<file path="src/rtl/exe_stage_unit.sv">
// EXE stage: ALU, branch resolve and EX/MEM register. Single-cycle ops take 1 edge; MUL/DIVU/REMU take XLEN+2 edges under stall.
// `define EXE_MDU_EN builds the iterative multiply/divide unit; without it, cmds 9-11 complete in one cycle with result 0.
`timescale 1ns/1ps
module exe_stage_unit #(
  parameter int XLEN  = 32,
  parameter int CNT_W = 6
) (
  input  logic            clk,
  input  logic            rst,
  input  logic            flush,
  input  logic            in_valid,
  input  logic [4:0]      dest_in,
  input  logic [XLEN-1:0] val1_in,
  input  logic [XLEN-1:0] val2_in,
  input  logic [XLEN-1:0] reg2_in,
  input  logic [XLEN-1:0] pc_in,
  input  logic [1:0]      br_type_in,
  input  logic [3:0]      exe_cmd_in,
  input  logic            mem_r_en_in,
  input  logic            mem_w_en_in,
  input  logic            wb_en_in,
  output logic            stall,
  output logic            br_taken,
  output logic [XLEN-1:0] br_addr,
  output logic            out_valid,
  output logic [4:0]      dest,
  output logic [XLEN-1:0] alu_result,
  output logic [XLEN-1:0] st_data,
  output logic            mem_r_en,
  output logic            mem_w_en,
  output logic            wb_en
);

  logic [XLEN-1:0] w_alu;
  logic            w_br_cond;
  logic            w_idle;
  logic            w_is_mdu;

  logic            r_out_valid, r_mem_r_en, r_mem_w_en, r_wb_en;
  logic [4:0]      r_dest;
  logic [XLEN-1:0] r_alu_result, r_st_data;

  always_comb begin
    w_alu = '0;
    case (exe_cmd_in)
      4'd0:    w_alu = val1_in + val2_in;
      4'd1:    w_alu = val1_in - val2_in;
      4'd2:    w_alu = val1_in & val2_in;
      4'd3:    w_alu = val1_in | val2_in;
      4'd4:    w_alu = ~(val1_in | val2_in);
      4'd5:    w_alu = val1_in ^ val2_in;
      4'd6:    w_alu = val1_in << val2_in[4:0];
      4'd7:    w_alu = val1_in >> val2_in[4:0];
      4'd8:    w_alu = $unsigned($signed(val1_in) >>> val2_in[4:0]);
      default: w_alu = '0;
    endcase
  end

  always_comb begin
    case (br_type_in)
      2'd1:    w_br_cond = (val1_in == reg2_in);
      2'd2:    w_br_cond = (val1_in != reg2_in);
      2'd3:    w_br_cond = 1'b1;
      default: w_br_cond = 1'b0;
    endcase
  end

  assign br_addr  = pc_in + (val2_in << 2);
  assign br_taken = ~rst & w_idle & in_valid & ~flush & w_br_cond;

`ifdef EXE_MDU_EN
  typedef enum logic [1:0] {S_IDLE, S_BUSY, S_DONE} state_t;
  state_t          r_state, w_next;
  logic [CNT_W-1:0] r_cnt;
  logic [1:0]      r_op;
  // r_a: multiplier (shifts right) or dividend shifting into quotient; r_b: multiplicand or divisor
  logic [XLEN-1:0] r_a, r_b, r_acc, r_rem;
  logic [XLEN:0]   w_rem_sh;
  logic [XLEN-1:0] w_rem_sub, w_mdu_res;
  logic            w_ge, w_stall;
  logic [4:0]      r_c_dest;
  logic [XLEN-1:0] r_c_st;
  logic            r_c_mr, r_c_mw, r_c_wb;

  assign w_is_mdu  = (exe_cmd_in == 4'd9) | (exe_cmd_in == 4'd10) | (exe_cmd_in == 4'd11);
  assign w_idle    = (r_state == S_IDLE);
  assign w_rem_sh  = {r_rem, r_a[XLEN-1]};
  assign w_rem_sub = w_rem_sh[XLEN-1:0] - r_b;
  assign w_ge      = (w_rem_sh >= {1'b0, r_b});
  assign w_mdu_res = (r_op == 2'b01) ? r_acc : (r_op == 2'b10) ? r_a : r_rem;
  assign stall     = ~rst & w_stall;

  always_ff @(posedge clk or posedge rst) begin
    if (rst) r_state <= S_IDLE;
    else     r_state <= w_next;
  end

  always_comb begin
    w_next  = r_state;
    w_stall = 1'b0;
    case (r_state)
      S_IDLE: if (in_valid && !flush && w_is_mdu) begin
        w_next  = S_BUSY;
        w_stall = 1'b1;
      end
      S_BUSY: if (flush) begin
        w_next = S_IDLE;
      end else begin
        w_stall = 1'b1;
        if (r_cnt == CNT_W'(XLEN-1)) w_next = S_DONE;
      end
      default: w_next = S_IDLE;
    endcase
  end

  always_ff @(posedge clk or posedge rst) begin
    if (rst) begin
      r_cnt <= '0; r_op <= '0; r_a <= '0; r_b <= '0; r_acc <= '0; r_rem <= '0;
      r_c_dest <= '0; r_c_st <= '0; r_c_mr <= 1'b0; r_c_mw <= 1'b0; r_c_wb <= 1'b0;
    end else if (r_state == S_IDLE && w_next == S_BUSY) begin
      r_cnt <= '0; r_op <= exe_cmd_in[1:0]; r_a <= val1_in; r_b <= val2_in;
      r_acc <= '0; r_rem <= '0;
      r_c_dest <= dest_in; r_c_st <= reg2_in;
      r_c_mr <= mem_r_en_in; r_c_mw <= mem_w_en_in; r_c_wb <= wb_en_in;
    end else if (r_state == S_BUSY && !flush) begin
      r_cnt <= r_cnt + CNT_W'(1);
      if (r_op == 2'b01) begin
        if (r_a[0]) r_acc <= r_acc + r_b;
        r_a <= r_a >> 1;
        r_b <= r_b << 1;
      end else begin
        r_a   <= {r_a[XLEN-2:0], w_ge};
        r_rem <= w_ge ? w_rem_sub : w_rem_sh[XLEN-1:0];
      end
    end
  end
`else
  assign w_is_mdu = 1'b0;
  assign w_idle   = 1'b1;
  assign stall    = 1'b0;
`endif

  // Bubble by default: valid/control drop, data fields keep their last value
  always_ff @(posedge clk or posedge rst) begin
    if (rst) begin
      r_out_valid <= 1'b0; r_mem_r_en <= 1'b0; r_mem_w_en <= 1'b0; r_wb_en <= 1'b0;
      r_dest <= '0; r_alu_result <= '0; r_st_data <= '0;
    end else begin
      r_out_valid <= 1'b0; r_mem_r_en <= 1'b0; r_mem_w_en <= 1'b0; r_wb_en <= 1'b0;
      if (!flush) begin
`ifdef EXE_MDU_EN
        if (r_state == S_DONE) begin
          r_out_valid <= 1'b1; r_dest <= r_c_dest; r_alu_result <= w_mdu_res;
          r_st_data <= r_c_st; r_mem_r_en <= r_c_mr; r_mem_w_en <= r_c_mw; r_wb_en <= r_c_wb;
        end else
`endif
        if (w_idle && in_valid && !w_is_mdu) begin
          r_out_valid <= 1'b1; r_dest <= dest_in; r_alu_result <= w_alu;
          r_st_data <= reg2_in; r_mem_r_en <= mem_r_en_in; r_mem_w_en <= mem_w_en_in;
          r_wb_en <= wb_en_in;
        end
      end
    end
  end

  assign out_valid  = r_out_valid;
  assign dest       = r_dest;
  assign alu_result = r_alu_result;
  assign st_data    = r_st_data;
  assign mem_r_en   = r_mem_r_en;
  assign mem_w_en   = r_mem_w_en;
  assign wb_en      = r_wb_en;

endmodule

</file>
<file path="config.mk">
export PLATFORM = sky130hd
export DESIGN_NAME = exe_stage_unit
export DESIGN_NICKNAME = d
export VERILOG_FILES = /design/src/rtl/exe_stage_unit.sv
export SDC_FILE = /design/constraint.sdc
export NUM_CORES = 1
export LEC_CHECK = 0
export ABC_AREA = 1
export BUFFER_PORTS_ARGS = -buffer_cell sky130_fd_sc_hd__buf_2
export CORE_UTILIZATION = 53
export DETAILED_ROUTE_END_ITERATION = 16
export HOLD_SLACK_MARGIN = 0.02
export PLACE_DENSITY = 0.83
export RECOVER_POWER = 50
export REMOVE_ABC_BUFFERS = 1
export SYNTH_ARGS = -nofsm -noshare
export SYNTH_HDL_FRONTEND = slang
export SYNTH_SLANG_ARGS = --single-unit
</file>
<file path="constraint.sdc">
create_clock -name clk -period 2.45 [get_ports clk]
set_input_delay 0.1225 -clock clk [delete_from_list [all_inputs] [get_ports clk]]
set_output_delay 0.1225 -clock clk [all_outputs]
set_load 0.02 [all_outputs]
</file>
# == After elaboration in Yosys (flattened, before gate mapping) ==
# Index checks and enable logic that the tools add are counted.
# classes
add_sub_neg,3
eq_ne,13
shifts,3
n_mux,10
bitwise_logic,9
n_reduce_logical,2
# op_table
operator,n
$pmux 32 s9,1
$add 32x32->32,2
$and 32x32->32,1
$eq 32x32->1,1
$ne 32x32->1,1
$not 32->32,1
$or 32x32->32,1
$shl 32x5->32,1
$shr 32x5->32,1
$sshr 32x5->32,1
$sub 32x32->32,1
$xor 32x32->32,1
$eq 4x3->1 const B,4
$eq 4x2->1 const B,2
$mux 1,8
$eq 2x2->1 const B,2
$eq 4x1->1 const B,1
$eq 4x4->1 const B,1
$logic_not 4->1,1
$and 1x1->1,3
$pmux 1 s3,1
$eq 2x1->1 const B,1
$not 1->1,2
$reduce_and 2->1,1
# totals
regBits,73
in_bits,146
elab_cells,47

# == Longest topological paths before layout ==
# logic_depth
depth_word,4
depth_mapped,27
mapped_depth_nobuf,25

# == Worst setup path before layout ==
# OpenSTA, ideal clock, no wires.
# synth_timing
kind,input port to flip-flop
startpoint,in val2_in[1]
endpoint,"reg r_alu_result[26], in the netlist alu_result[26]"
arrival_time_ps,2709
slack_ps,-376
path_stages,22
path_buffers,2
path_cell_list,buf_6 > inv_4 > buf_2 > ha_1 > nand3_4 > nor2_4 > nand3_2 > o31ai_1 > xor2_1 > ha_1 > nand2_1 > nor2_1 > inv_1 > nor2_1 > and2_1 > nand2_1 > nand3_1 > nand2_1 > nand3_1 > nand3_1 > nand2_1 > nand2_1
# synth_via
elab_chain_cells,2
elab_cells_between_ends,6
# synth_rtl
item,line_no,rtl
from (decl),14,"input logic [XLEN-1:0] val2_in,"
$sub 32x32->32 (tied with other cells),47,4'd1: w_alu = val1_in - val2_in;
$pmux 32 s9 *,45,case (exe_cmd_in)
to (signal assigned),147,r_dest <= '0; r_alu_result <= '0; r_st_data <= '0;
to (signal assigned),158,r_out_valid <= 1'b1; r_dest <= dest_in; r_alu_result <= w_alu;
to (decl),41,"logic [XLEN-1:0] r_alu_result, r_st_data;"
# Every way passes the cells marked *; elsewhere a longest branch is shown, timed or not.
# A chain may end at the register's enable or synchronous reset.

# == Final worst setup path ==
# layout_timing
startpoint,in val2_in[0]
endpoint,"reg r_alu_result[27], in the netlist alu_result[27]"
# Same word-level chain as after synthesis.

==> results.sh <==
export IMPL_r2r_end="alu_result[23]"
export IMPL_layout_nets=3232
export IMPL_first_global_vias=19100
export IMPL_first_pass_iters=9
export IMPL_period_needed_ns=2.77
export IMPL_crit_path_start="val2_in[0]"
export IMPL_cp_max_fo=4
export IMPL_start_util_pct=54.5
export IMPL_layout_commonest_cell="nand2_1"
export IMPL_finalNonFillerCells=3294
export IMPL_routedWlPerCell_um=21.8
export IMPL_required_ns=2.76
export IMPL_hold_class="primary input to flop"
export IMPL_grt_setup_unrepaired="yes"
export IMPL_power_leakage_uw=0.0107
export IMPL_grt_max_degree=74
export IMPL_hpwlAfterDp_mm=52.4
export IMPL_place_ws_ns=-0.865
export IMPL_crit_arrival_ns=3.07
export IMPL_status="complete, but fails checks"
export IMPL_drive_above_1_share_pct=29.1
export IMPL_setup_viol=25
export IMPL_cts_tree="done"
export IMPL_grt_pass1_wl_mm=104
export IMPL_synth_edf_count=0
export IMPL_layout_common_cells="860 x nand2_1, 320 x nand3_1, 277 x buf_4"
export IMPL_startpoint_type="primary input"
export IMPL_routed_wl_mm=71.7
export IMPL_critPathKind="primary input to flop"
export IMPL_critical_path_endpoint="alu_result[27]"
export IMPL_async_reset_ff_share_pct=100
export IMPL_post_route_period_util_pct=113
export IMPL_avgSynthCellArea_um2=5.67
export IMPL_reg2reg_from="alu_result[23]"
export IMPL_ys_ff_latch=73
export IMPL_synthesis_area_um2=13900
export IMPL_core_um2=25500
export IMPL_endpoint_kind="flop"
export IMPL_dr_first_iter_drc_count=3193
export IMPL_setup_tns_final_ns=-3.62
export IMPL_pwr_density_cell_nw_per_um2=406
export IMPL_grt_usage_pct=51.6
export IMPL_postRouteAntennaNets=0
export IMPL_regToRegSetupSlack_ns=1.69
export IMPL_synth_ff_type="dfrtp_1"
export IMPL_skew_ns=0
export IMPL_synth_cells=2450
export IMPL_worst_pin_slew_ns=0.788
export IMPL_antenna_found_initial=2
export IMPL_failed_checks="negative setup slack"
export IMPL_gp_congestion=1.10
export IMPL_power_uw=7820
export IMPL_routed_via_density=6.11
export IMPL_slew_headroom_pct=47.5
export IMPL_drc=0
export IMPL_ys_seq_area_share_pct=13.1
export IMPL_maxCapViolCount=0
export IMPL_ir_worst_vdd_v=0.000336
export IMPL_placed_cells=3200
export IMPL_root_buffer="clkbuf_16"
export IMPL_synth_warnings=0
export IMPL_cts_max_path_buffers=2
export IMPL_clock_latency_ns=0.35
export IMPL_die_h_um=164
export IMPL_htree_num_levels=3
export IMPL_num_vias=20100
export IMPL_fillCellCount=2090
export IMPL_max_freq_ghz=0.361
export IMPL_areaGrowthSynthToFinish_pct=38.5
export IMPL_r2r_cells=2
export IMPL_gr_total_overflow=0
export IMPL_numCtsBuffers=9
export IMPL_portBuffers=247
export IMPL_dieArea_um2=26900
export IMPL_cts_sinks=73
export IMPL_drv_slew=0
export IMPL_layout_setup_ws_ns=-0.317
export IMPL_dieWidth_um=164
export IMPL_rows=58
export IMPL_synth_distinct_cells=56
export IMPL_finalHoldViolations=0
export IMPL_io_pins=253
export IMPL_path_clk_slew_ns=0.07
-- power by group --
| part | total (uW) | switching [uW] | internal, uW |
|---|---|---|---|
| clock network | 1620 | 714 | 907 |
| registers | 1480 | 117 | 1360 |
| logic | 4720 | 2970 | 1750 |
-- worst min path at each step --
stage | endpoint | cells past startpoint | startpoint
after global placement | wb_en | 3 | rst
after detailed placement | br_addr[0] | 0 | pc_in[0]
final | st_data[5] | 3 | reg2_in[5]
after CTS | st_data[8] | 3 | reg2_in[8]
after global routing | st_data[22] | 3 | reg2_in[22]
after floorplan | mem_r_en | 1 | flush
-- cell usage after synthesis (15+ instances only) --
master,instances,area share [%]
a21oi_1,100,3.6
buf_2,40,1.4
clkbuf_1,22,0.59
dfrtp_1,73,13
ha_1,126,11
inv_1,253,6.8
nand2_1,927,25
nand2_2,29,1.3
nand3_1,341,12
nand4_1,37,1.7
nor2_1,144,3.9
nor3_1,22,0.79
o211ai_1,19,1.0
o21ai_0,54,1.9
o21ai_1,27,0.97
xnor2_1,15,0.95
xor2_1,66,4.2
-- layout make-up --
cell class,instances,area (um2),area share [%]
Antenna cell,1,2.50,0.0130
Clock buffer,9,225,1.17
Clock inverter,7,101,0.527
Inverter,271,1040,5.41
Multi-Input combinational cell,2020,11600,60.2
Sequential cell,73,1830,9.49
Tap cell,330,413,2.15
Timing Repair Buffer,583,4060,21.1
-- registers in the layout, indices dropped and copies added, names as in the netlist --
name / cells
alu_result: 32
st_data: 32
dest: 5
mem_r_en: 1
mem_w_en: 1
out_valid: 1
wb_en: 1
-- critical path, stage by stage --
cell and delay [ns]:
buf_12 0.11, clkinv_8 0.06, ha_4 0.15, nand3_4 0.08, nor2_4 0.23, nand2_4 0.11, nor4_4 0.25, buf_4 0.15
or2_1 0.11, xor2_1 0.15, ha_1 0.30, nand2_2 0.15, inv_1 0.06, nand2_1 0.11, nand2_1 0.13, inv_1 0.09
nand2_1 0.07, a21oi_2 0.14, nand2_1 0.09, nand2_1 0.08, nand3_2 0.12, nand3_2 0.11, nand2_1 0.05, nand2_1 0.07
-- logic make-up (layout without fill, tap and decap cells) --
kind of cell,after synthesis,count (layout),share of synthesized area [%]
other,1,2,0.0270
AND/OR/NAND/NOR,1564,1564,48.8
AO/OA/AOI/OAI,246,246,10.1
flip-flops,73,73,13.1
XOR/XNOR,81,81,5.11
buffers and inverters,357,870,11.2
adder cells (fa/ha/maj),128,128,11.6
-- metal layers --
layer | vias up | wire, um | track usage [%]
met5 | - | 27 | 0
met1 | 8984 | 23600 | 56.3
met3 | 542 | 10400 | 17.9
met4 | 4 | 6740 | 39.7
li1 | 8966 | - | -
met2 | 1624 | 30900 | 82.3
-- repair_timing --
action / 4_1_cts / 5_1_grt
buffers inserted: 21 / 17
gates cloned: 1 / 0
hold buffers: 38 / 0
gates resized for setup: 140 / 186
pin swaps: 69 / 95
setup endpoints to repair: 49 / 42
endpoints found under the hold margin: 104 / 0
-- per-stage QoR --
stage	hold slack, ns	instance area [um2]	util [%]
3_5_place_dp	0.245	17000	66.8
3_3_place_gp	0.245	17000	66.8
6_report	0.0506	19200	75.5
5_1_grt	0.0610	19200	75.5
2_1_floorplan	0.188	13400	-
4_1_cts	0.0495	18500	72.6
Note: power is estimated with default switching activity, not from simulation.
